==> src/rtl/ldpc_ber_tester_pkg.sv <==
// ldpc_ber_tester_pkg: shared FSM type, default geometry and saturating add for the BER tester
package ldpc_ber_tester_pkg;
  typedef enum logic [1:0] {IDLE, RUN, DRAIN, DONE} state_t;
  localparam int DEF_DATA_WIDTH = 128;
  localparam int DEF_LANE_WIDTH = 32;
  localparam int LANES = DEF_DATA_WIDTH / DEF_LANE_WIDTH;
  localparam int BEAT_ERR_W = $clog2(DEF_DATA_WIDTH + 1);
  // Adds two values of width w (<= 64), clamping to all-ones of width w instead of wrapping.
  function automatic logic [63:0] sat_add(input logic [63:0] a, input logic [63:0] b, input int unsigned w);
    logic [64:0] s;
    logic [64:0] m;
    s = {1'b0, a} + {1'b0, b};
    m = (65'd1 << w) - 65'd1;
    return (s > m) ? m[63:0] : s[63:0];
  endfunction
endpackage

==> src/rtl/ldpc_ber_tester_popcount.sv <==
// ldpc_ber_tester_popcount: combinational count of ones in one lane
module ldpc_ber_tester_popcount #(
  parameter int WIDTH = 32
) (
  input  logic [WIDTH-1:0]               data_i,
  output logic [$clog2(WIDTH+1)-1:0]     count_o
);
  localparam int CW = $clog2(WIDTH + 1);
  // Linear sum of bits; synthesis restructures it into a compressor tree.
  always_comb begin
    count_o = '0;
    for (int i = 0; i < WIDTH; i++) count_o = count_o + CW'(data_i[i]);
  end
endmodule

==> src/rtl/ldpc_ber_tester_frame_err_counter.sv <==
// ldpc_ber_tester_frame_err_counter: bit/frame error accumulator on the decoder hard-decision stream
module ldpc_ber_tester_frame_err_counter
  import ldpc_ber_tester_pkg::*;
#(
  parameter int DATA_WIDTH  = DEF_DATA_WIDTH,
  parameter int LANE_WIDTH  = DEF_LANE_WIDTH,
  parameter int COUNT_WIDTH = 64,
  parameter int FRAME_WIDTH = 32
) (
  input  logic                   clk,
  input  logic                   reset,
  input  logic                   start,
  input  logic                   stop,
  input  logic [FRAME_WIDTH-1:0] frame_limit,
  input  logic [DATA_WIDTH-1:0]  last_mask,
  input  logic [DATA_WIDTH-1:0]  s_axis_dout_tdata,
  input  logic                   s_axis_dout_tvalid,
  output logic                   s_axis_dout_tready,
  input  logic                   s_axis_dout_tlast,
  output logic                   busy,
  output logic                   done,
  output logic [COUNT_WIDTH-1:0] bit_errors,
  output logic [COUNT_WIDTH-1:0] frame_errors,
  output logic [COUNT_WIDTH-1:0] frames_seen,
  output logic [FRAME_WIDTH-1:0] max_frame_errors
);
  localparam int NL = DATA_WIDTH / LANE_WIDTH;
  localparam int LW = $clog2(LANE_WIDTH + 1);
  localparam int BW = $clog2(DATA_WIDTH + 1);
  state_t                   state_q, state_d;
  logic                     tready_q, tready_d;
  logic                     hs, clear, limit_hit, pipe_busy;
  logic [FRAME_WIDTH-1:0]   frames_acc_q, frames_acc_d;
  logic                     s0_v_q, s0_last_q;
  logic [DATA_WIDTH-1:0]    s0_data_q;
  logic [NL-1:0][LW-1:0]    lane_cnt;
  logic                     s1_v_q, s1_last_q;
  logic [NL-1:0][LW-1:0]    s1_cnt_q;
  logic [BW-1:0]            beat_sum;
  logic                     s2_v_q, s2_last_q;
  logic [BW-1:0]            s2_err_q;
  logic                     s3_v_q, s3_last_q;
  logic [BW-1:0]            s3_err_q;
  logic [COUNT_WIDTH-1:0]   bit_errors_q, bit_errors_d;
  logic [COUNT_WIDTH-1:0]   frame_errors_q, frame_errors_d;
  logic [COUNT_WIDTH-1:0]   frames_seen_q, frames_seen_d;
  logic [FRAME_WIDTH-1:0]   max_q, max_d;
  logic [FRAME_WIDTH-1:0]   frame_acc_q, frame_acc_d, frame_tot;

  // Test control: accepted-frame tally against the limit, state and registered tready.
  always_comb begin
    hs = s_axis_dout_tvalid & tready_q;
    clear = start & (state_q == IDLE || state_q == DONE);
    pipe_busy = s0_v_q | s1_v_q | s2_v_q | s3_v_q;
    frames_acc_d = clear ? '0 :
                   (hs && s_axis_dout_tlast) ? FRAME_WIDTH'(sat_add(64'(frames_acc_q), 64'd1, FRAME_WIDTH)) :
                   frames_acc_q;
    limit_hit = hs & s_axis_dout_tlast & (frame_limit != '0) & (frames_acc_d == frame_limit);
    state_d = clear ? RUN :
              (state_q == RUN && (stop || limit_hit)) ? DRAIN :
              (state_q == DRAIN && !pipe_busy) ? DONE :
              state_q;
    tready_d = (state_d == RUN);
  end

  // Control registers; reset aborts any test immediately.
  always_ff @(posedge clk or posedge reset) begin
    if (reset) begin
      state_q      <= IDLE;
      tready_q     <= 1'b0;
      frames_acc_q <= '0;
    end else begin
      state_q      <= state_d;
      tready_q     <= tready_d;
      frames_acc_q <= frames_acc_d;
    end
  end

  for (genvar l = 0; l < NL; l++) begin : g_lane
    ldpc_ber_tester_popcount #(.WIDTH(LANE_WIDTH)) u_pc (
      .data_i  (s0_data_q[l*LANE_WIDTH +: LANE_WIDTH]),
      .count_o (lane_cnt[l])
    );
  end

  // Adder tree reducing lane popcounts to the per-beat error count.
  always_comb begin
    beat_sum = '0;
    for (int i = 0; i < NL; i++) beat_sum = beat_sum + BW'(s1_cnt_q[i]);
  end

  // Four-stage pipeline: capture/mask, lane popcount, sum, and a holding stage feeding the counters.
  always_ff @(posedge clk or posedge reset) begin
    if (reset) begin
      s0_v_q    <= 1'b0;
      s0_last_q <= 1'b0;
      s0_data_q <= '0;
      s1_v_q    <= 1'b0;
      s1_last_q <= 1'b0;
      s1_cnt_q  <= '0;
      s2_v_q    <= 1'b0;
      s2_last_q <= 1'b0;
      s2_err_q  <= '0;
      s3_v_q    <= 1'b0;
      s3_last_q <= 1'b0;
      s3_err_q  <= '0;
    end else begin
      s0_v_q <= hs;
      if (hs) begin
        s0_data_q <= s_axis_dout_tlast ? (s_axis_dout_tdata & last_mask) : s_axis_dout_tdata;
        s0_last_q <= s_axis_dout_tlast;
      end
      s1_v_q <= s0_v_q;
      if (s0_v_q) begin
        s1_cnt_q  <= lane_cnt;
        s1_last_q <= s0_last_q;
      end
      s2_v_q <= s1_v_q;
      if (s1_v_q) begin
        s2_err_q  <= beat_sum;
        s2_last_q <= s1_last_q;
      end
      s3_v_q <= s2_v_q;
      if (s2_v_q) begin
        s3_err_q  <= s2_err_q;
        s3_last_q <= s2_last_q;
      end
    end
  end

  // Saturating accumulation; a frame is only closed when its last beat arrives here.
  always_comb begin
    frame_tot = FRAME_WIDTH'(sat_add(64'(frame_acc_q), 64'(s3_err_q), FRAME_WIDTH));
    bit_errors_d = clear ? '0 :
                   s3_v_q ? COUNT_WIDTH'(sat_add(64'(bit_errors_q), 64'(s3_err_q), COUNT_WIDTH)) :
                   bit_errors_q;
    frame_acc_d = clear ? '0 : s3_v_q ? (s3_last_q ? '0 : frame_tot) : frame_acc_q;
    frames_seen_d = clear ? '0 :
                    (s3_v_q && s3_last_q) ? COUNT_WIDTH'(sat_add(64'(frames_seen_q), 64'd1, COUNT_WIDTH)) :
                    frames_seen_q;
    frame_errors_d = clear ? '0 :
                     (s3_v_q && s3_last_q && frame_tot != '0) ?
                       COUNT_WIDTH'(sat_add(64'(frame_errors_q), 64'd1, COUNT_WIDTH)) :
                     frame_errors_q;
    max_d = clear ? '0 : (s3_v_q && s3_last_q && frame_tot > max_q) ? frame_tot : max_q;
  end

  // Counter registers.
  always_ff @(posedge clk or posedge reset) begin
    if (reset) begin
      bit_errors_q   <= '0;
      frame_errors_q <= '0;
      frames_seen_q  <= '0;
      max_q          <= '0;
      frame_acc_q    <= '0;
    end else begin
      bit_errors_q   <= bit_errors_d;
      frame_errors_q <= frame_errors_d;
      frames_seen_q  <= frames_seen_d;
      max_q          <= max_d;
      frame_acc_q    <= frame_acc_d;
    end
  end

  assign s_axis_dout_tready = tready_q;
  assign busy               = (state_q == RUN) || (state_q == DRAIN);
  assign done               = (state_q == DONE);
  assign bit_errors         = bit_errors_q;
  assign frame_errors       = frame_errors_q;
  assign frames_seen        = frames_seen_q;
  assign max_frame_errors   = max_q;
endmodule
==> config.mk <==
export PLATFORM = sky130hd
export DESIGN_NAME = ldpc_ber_tester_frame_err_counter
export DESIGN_NICKNAME = d
export VERILOG_FILES = /design/src/rtl/ldpc_ber_tester_pkg.sv /design/src/rtl/ldpc_ber_tester_popcount.sv /design/src/rtl/ldpc_ber_tester_frame_err_counter.sv
export SDC_FILE = /design/constraint.sdc
export NUM_CORES = 2
export LEC_CHECK = 0
export ABC_CLOCK_PERIOD_IN_PS = 17380
export CORE_MARGIN = 2
export CORE_UTILIZATION = 50
export CTS_CLUSTER_SIZE = 24
export DETAILED_ROUTE_END_ITERATION = 10
export GPL_ROUTABILITY_DRIVEN = 0
export GPL_TIMING_DRIVEN = 0
export PLACE_DENSITY = 0.79
export SLEW_MARGIN = 15
export SYNTH_ARGS = -nofsm -noshare
export SYNTH_HDL_FRONTEND = slang
export SYNTH_SLANG_ARGS = --single-unit
==> constraint.sdc <==
create_clock -name clk -period 17.38 [get_ports clk]
set_clock_uncertainty 0.1 [all_clocks]
set_input_delay 3.476 -clock clk [delete_from_list [all_inputs] [get_ports clk]]
set_output_delay 3.476 -clock clk [all_outputs]
set_load 0.03 [all_outputs]
# Word level (Yosys, flattened, before mapping)
# Index checks and enable logic that the tools add are counted.
word_totals:
  register_bits: 467
  input_bits: 294
  output_inout_bits: 227
  wordCells: 214
op_classes:
  addsub: 132
  n_lt_le_gt_ge: 6
  n_eq_ne: 5
  muxes: 22
  bitwise: 9
  reduce_logical: 17
ops:
  columns: ["operator", "count"]
  rows:
  - ["adder 6 x 1 -> 6 bit", 120]
  - ["2-to-1 mux 64 bit", 9]
  - ["2-to-1 mux 32 bit", 9]
  - ["greater-than comparator 65 x 64 -> 1 bit, second input constant", 3]
  - ["adder 64 x 1 -> 65 bit, second input constant", 2]
  - ["bitwise AND 128 bit", 1]
  - ["2-to-1 mux 128 bit", 1]
  - ["greater-than comparator 33 x 32 -> 1 bit, second input constant", 2]
  - ["adder 64 x 8 -> 65 bit", 1]
  - ["nonzero test 32 bit", 2]
  - ["adder 32 x 1 -> 33 bit, second input constant", 1]
  - ["adder 32 x 8 -> 33 bit", 1]
  - ["== test 32 bit", 1]
  - ["greater-than comparator 32 bit", 1]
  - ["adder 1 x 1 -> 2 bit", 4]
  - ["adder 7 x 6 -> 8 bit", 1]
  - ["adder 8 x 6 -> 8 bit", 1]
  - ["nonzero test 2 bit", 4]
  - ["adder 6 x 6 -> 7 bit", 1]
  - ["logical AND 1 bit", 6]
  - ["2-to-1 mux 2 bit", 3]
  - ["bitwise AND 1 bit", 5]
  - ["== test 2 x 1 -> 1 bit, second input constant", 2]
  - ["== test 2 bit, second input constant", 2]
  - ["4 further kinds", 8]

# Longest topological paths before layout
depth:
  depth_word: 31
  mapped_depth: 22

# Hierarchy
# Synthesis repeated with hierarchy kept, for this count alone.
unflattened:
  cells_unflattened: 3520
  hier_area_um2: 31233.7
modules_own_cells:
  columns: ["mod", "n_inst", "cells_per_inst", "area_each_um2", "seq_area_each_um2"]
  rows:
  - ["ldpc_ber_tester_frame_err_counter", 1, 3228, 28200.8, 11686.2]
  - ["ldpc_ber_tester_popcount", 4, 73, 758.2, 0.0]

# Worst setup path before layout
# Ideal clock, no wire load.
synth_path:
  path_kind: "in2reg"
  startpoint: "in s_axis_dout_tvalid"
  endpoint: "reg state_q[0]"
  setup_time_ns: 0.118
  arrival_time_ns: 5.755
  slack_ns: 11.407
  stages: 12
  path_buffers: 2
  cell_sequence: "and3_1 clkbuf_1 clkbuf_1 nor2_1 o21ai_0 nor3b_1 a2111oi_0 nand4_1 a2111oi_0 nand4_1 or3_1 a21o_1"
synth_between:
  elab_chain_cells: 10
  elab_cells_between_ends: 12
synth_rtl:
  columns: ["element", "line_no", "rtl"]
  rows:
  - ["from (decl)", "ldpc_ber_tester_frame_err_counter.sv:17", "input logic s_axis_dout_tvalid,"]
  - ["bitwise AND 1 bit (*)", "ldpc_ber_tester_frame_err_counter.sv:52", "hs = s_axis_dout_tvalid & tready_q;"]
  - ["logical AND 1 bit", "ldpc_ber_tester_frame_err_counter.sv:56", "(hs && s_axis_dout_tlast) ? FRAME_WIDTH'(sat_add(64'(frames_acc_q), 64'd1, FRAME_WIDTH)) :"]
  - ["2-to-1 mux 32 bit", "ldpc_ber_tester_frame_err_counter.sv:56", null]
  - ["2-to-1 mux 32 bit", "ldpc_ber_tester_frame_err_counter.sv:55", "frames_acc_d = clear ? '0 :"]
  - ["== test 32 bit", "ldpc_ber_tester_frame_err_counter.sv:58", "limit_hit = hs & s_axis_dout_tlast & (frame_limit != '0) & (frames_acc_d == frame_limit);"]
  - ["bitwise AND 1 bit (*)", "ldpc_ber_tester_frame_err_counter.sv:58", null]
  - ["logical OR 1 bit (*)", "ldpc_ber_tester_frame_err_counter.sv:60", "(state_q == RUN && (stop || limit_hit)) ? DRAIN :"]
  - ["logical AND 1 bit (*)", "ldpc_ber_tester_frame_err_counter.sv:60", null]
  - ["2-to-1 mux 2 bit (*)", "ldpc_ber_tester_frame_err_counter.sv:60", null]
  - ["2-to-1 mux 2 bit (*)", "ldpc_ber_tester_frame_err_counter.sv:59", "state_d = clear ? RUN :"]
  - ["via state_d[0]", "ldpc_ber_tester_frame_err_counter.sv:30", "state_t state_q, state_d;"]
  - ["to (signal assigned)", "ldpc_ber_tester_frame_err_counter.sv:73", "state_q <= state_d;"]
  - ["to (decl)", "ldpc_ber_tester_frame_err_counter.sv:30", null]
# The timed path passes the listed nets; every way through them passes the cells marked *.
# A chain may end at the register's enable or synchronous reset.

# Worst setup path after layout
layout_path:
  startpoint: "in start"
  endpoint: "reg bit_errors_q[21] (netlist: bit_errors[21])"
layout_between:
  elab_chain_cells: 2
  elab_cells_between_ends: 3
layout_rtl:
  columns: ["element", "line_no", "rtl"]
  rows:
  - ["from (decl)", "ldpc_ber_tester_frame_err_counter.sv:12", "input logic start,"]
  - ["bitwise AND 1 bit (*)", "ldpc_ber_tester_frame_err_counter.sv:53", "clear = start & (state_q == IDLE || state_q == DONE);"]
  - ["2-to-1 mux 64 bit / nonzero test 2 bit (equally long branches)", null, null]
  - ["to (signal assigned)", "ldpc_ber_tester_frame_err_counter.sv:157", "bit_errors_q <= bit_errors_d;"]
  - ["to (decl)", "ldpc_ber_tester_frame_err_counter.sv:44", "logic [COUNT_WIDTH-1:0] bit_errors_q, bit_errors_d;"]
# Every way passes the cells marked *; elsewhere a longest branch is shown, timed or not.

==> metrics <==
status finished, final reports clean; post-synthesis register bit count 467; share of cells above drive strength 1 5.10%; Tot GR Track Use 34.5%; Critical Path Most Common Cell clkbuf_1; hold_buf cts 0; P_sw 5.17 mW; Worst EP arrival 8110 ps; Core Region 63000 µm²; syn_area_per_cell 8.70 µm²; Final Hold Viols 0; WP data required 17730 ps; Mapped Cells 3655; slowest CP cell clkbuf_1; GR peak layer met2; crit path from start; commonest non-fill, non-tap cell in the layout clkdlybuf4s50_1; Worst Setup End Kind flip-flop; row cnt 92; Clock Latency Late Sink 620 ps; sequential element share of the synthesized area 36.7%; PostCTS Resize Cnt 0; clock slew at reported path FFs 60 ps; Post-synth EDFFs 0; sw frac 46.6%; total I/O pin count 521; vias in the first global route 30900; post-synth net total 4155; synth unique cells 91; post-CTS setup buffers 0; first drt pass iteration count 11; first-pass GRT wire length 178000 µm; pwr dens 276 nW/µm²; Longest Clk Path Bufs 3; largest net degree at the start of global routing 110; RSZ-0062 raised after global routing no; FILL cells 5282; Hold WS 273 ps; combinational power share 74.7%; period utilization 44.6%; Initial Util 50.5%; Int Power 5.92 mW; Crit path largest cell delay 960 ps; utilization after layout 63.7%; Final Cell Area 40100 µm²; asr flop ratio synth 100%; endpoints failing setup 0; port buffer count 519; leading cell types in the layout, fill and taps excluded clkdlybuf4s50_1, dfrtp_1, o21ai_0; cell chain of the critical path clkdlybuf4s50_1 -> and2_1 -> clkbuf_1 -> clkbuf_1 -> clkbuf_1 -> clkbuf_1 -> clkbuf_1 -> clkbuf_1 -> nor2_1; Crit Path Category in -> reg; Slew @ Worst Pin 1380 ps; DP HPWL 87900 µm; Layout area overhead 26.1%; Die W 256 µm; Worst Setup Start Kind primary input; Warnings, synthesis 0; GR Util met1 43.4%; H-tree Lvls 2; root buffer cell clkbuf_16; vias 32300; ANT cells 0; Pwr Total 11.1 mW; Post-DP Area 38200 µm²; Vias/cell 6.30; antenna-violating nets left 0; fmax 0.129 GHz; Slew Viols, Final 0; die area 65700 µm²; Iteration-0 DRC Markers 3710; pre-CTS setup slack 9310 ps; met2 Use GR 54.8%; Worst R2R Setup Slack 11140 ps; routed len/inst 22.5 µm; initial antenna violation count 0; # DRC 0; Hold Startpoint s0_v_q; VDD IR max 0.582 mV; max_cap viols 0; Clk network pwr share 11.1%; Final nets 4733; cell count of the worst reg-to-reg path 22; synthesized area 31800 µm²; worst hold path depth 0; CTS buffer count 52; post-route setup slack 9620 ps; grt met3 use 9.41%; register share of total power 14.2%; Worst Path Max Fanout 10; Pleak 16.5 nW; Worst R2R Start s3_err_q[0]; worst min path class reg -> reg; Post-synth top flop dfrtp_1; minimum clock period after layout 7760 ps; DIE HEIGHT 256 µm; CTS sink count 467; WL final 115000 µm; relative slew slack 7.10%; CTS tree yes; GRT Residual Overflow 0
==> cell usage after synthesis (10+ instances only) <==
cell        n  area, µm²
nor3_1    114        571
a311oi_1   74        648
o22ai_1    28        175
nor3b_1    12       90.1
and2_1     33        206
a211oi_1   60        450
ha_1       96       1200
xnor2_1    71        622
a41oi_1    22        193
and3_1     97        607
fa_1      110       2200
xor2_1     27        236
nand4b_1   11       96.3
nor4_1     67        419
nand2b_1   18        113
o21ai_0   403       2020
o21a_1     20        150
clkbuf_1  185        694
nand3_1   152        761
mux2i_1    20        200
a22o_1     32        280
inv_1     272       1020
or3_1      18        113
buf_2      41        205
o21bai_1   11       82.6
o211ai_1   10       75.1
a31oi_1    76        475
a21o_1     49        368
nor2_1    211        792
dfrtp_1   467      11700
nand4_1    98        613
a21oi_1   187        936
nand2_1   305       1140
and4_1     46        403
mux2_2     38        428
==> flip-flops by register name, indices dropped and copies added (netlist names), 2 cells and up <==
name and cells:
s3_err_q 8, s1_cnt_q 24, bit_errors 64, frames_seen 64, s2_err_q 8, state_q 2, frames_acc_q 32, frame_errors 64
s0_data_q 128, frame_acc_q 32, max_frame_errors 32
==> per-stage QoR <==
step | cells | TNS, ps
after floorplan | 3655 | 0
after global placement | 5020 | -2275370
after detailed placement | 5025 | 0
after CTS | 5121 | 0
after global routing | 5121 | 0
final | 5121 | 0
==> power by group through the flow <==
stage	registers (mW)	clock network (mW)	logic (mW)
3_5_place_dp	1.59	0	8.35
5_1_grt	1.60	1.28	9.64
3_3_place_gp	1.58	0	8.09
4_1_cts	1.57	1.24	8.44
2_1_floorplan	1.57	0	6.27
6_report	1.57	1.23	8.28
==> layer usage <==
metal	vias to the layer above	share of wire, %	wire length [µm]
met5	-	0	0
met4	0	5.6	6500
met3	420	12	14000
met2	2023	45	52000
met1	15300	37	42700
li1	14500	-	-
==> cell families after synthesis <==
family	count (synthesis)	synth area share, %
fa+ha+maj	206	10.7
compound gates	1069	21.1
mux	58	1.97
xor+xnor	98	2.70
simple gates	1245	20.5
buf+inv	512	6.30
flops	467	36.7
==> path summary, 6_finish.rpt <==
kind,end
worst min register to register,s1_v_q
min in group asynchronous,s0_data_q[30]
worst max register to register,max_frame_errors[1]
worst min-delay path,s1_v_q
worst max-delay path,bit_errors[21]
max in group asynchronous,frames_acc_q[21]
==> critical path, delay by kind of cell <==
family / cells / cell delay [ps]
simple gates: 2 / 260
buf+inv: 7 / 4330
==> area by class of cell <==
| class | instances | area, µm² | area share (%) |
|---|---|---|---|
| buffer | 239 | 980 | 2.44 |
| clock buffer | 75 | 1540 | 3.84 |
| clock inverter | 21 | 353 | 0.880 |
| inverter | 273 | 1030 | 2.57 |
| multi-input combinational | 2676 | 18100 | 45.2 |
| sequential | 467 | 11700 | 29.1 |
| tap | 846 | 1060 | 2.64 |
| timing repair buffer | 524 | 5330 | 13.3 |
No activity file was read; power rests on OpenSTA's default activity.
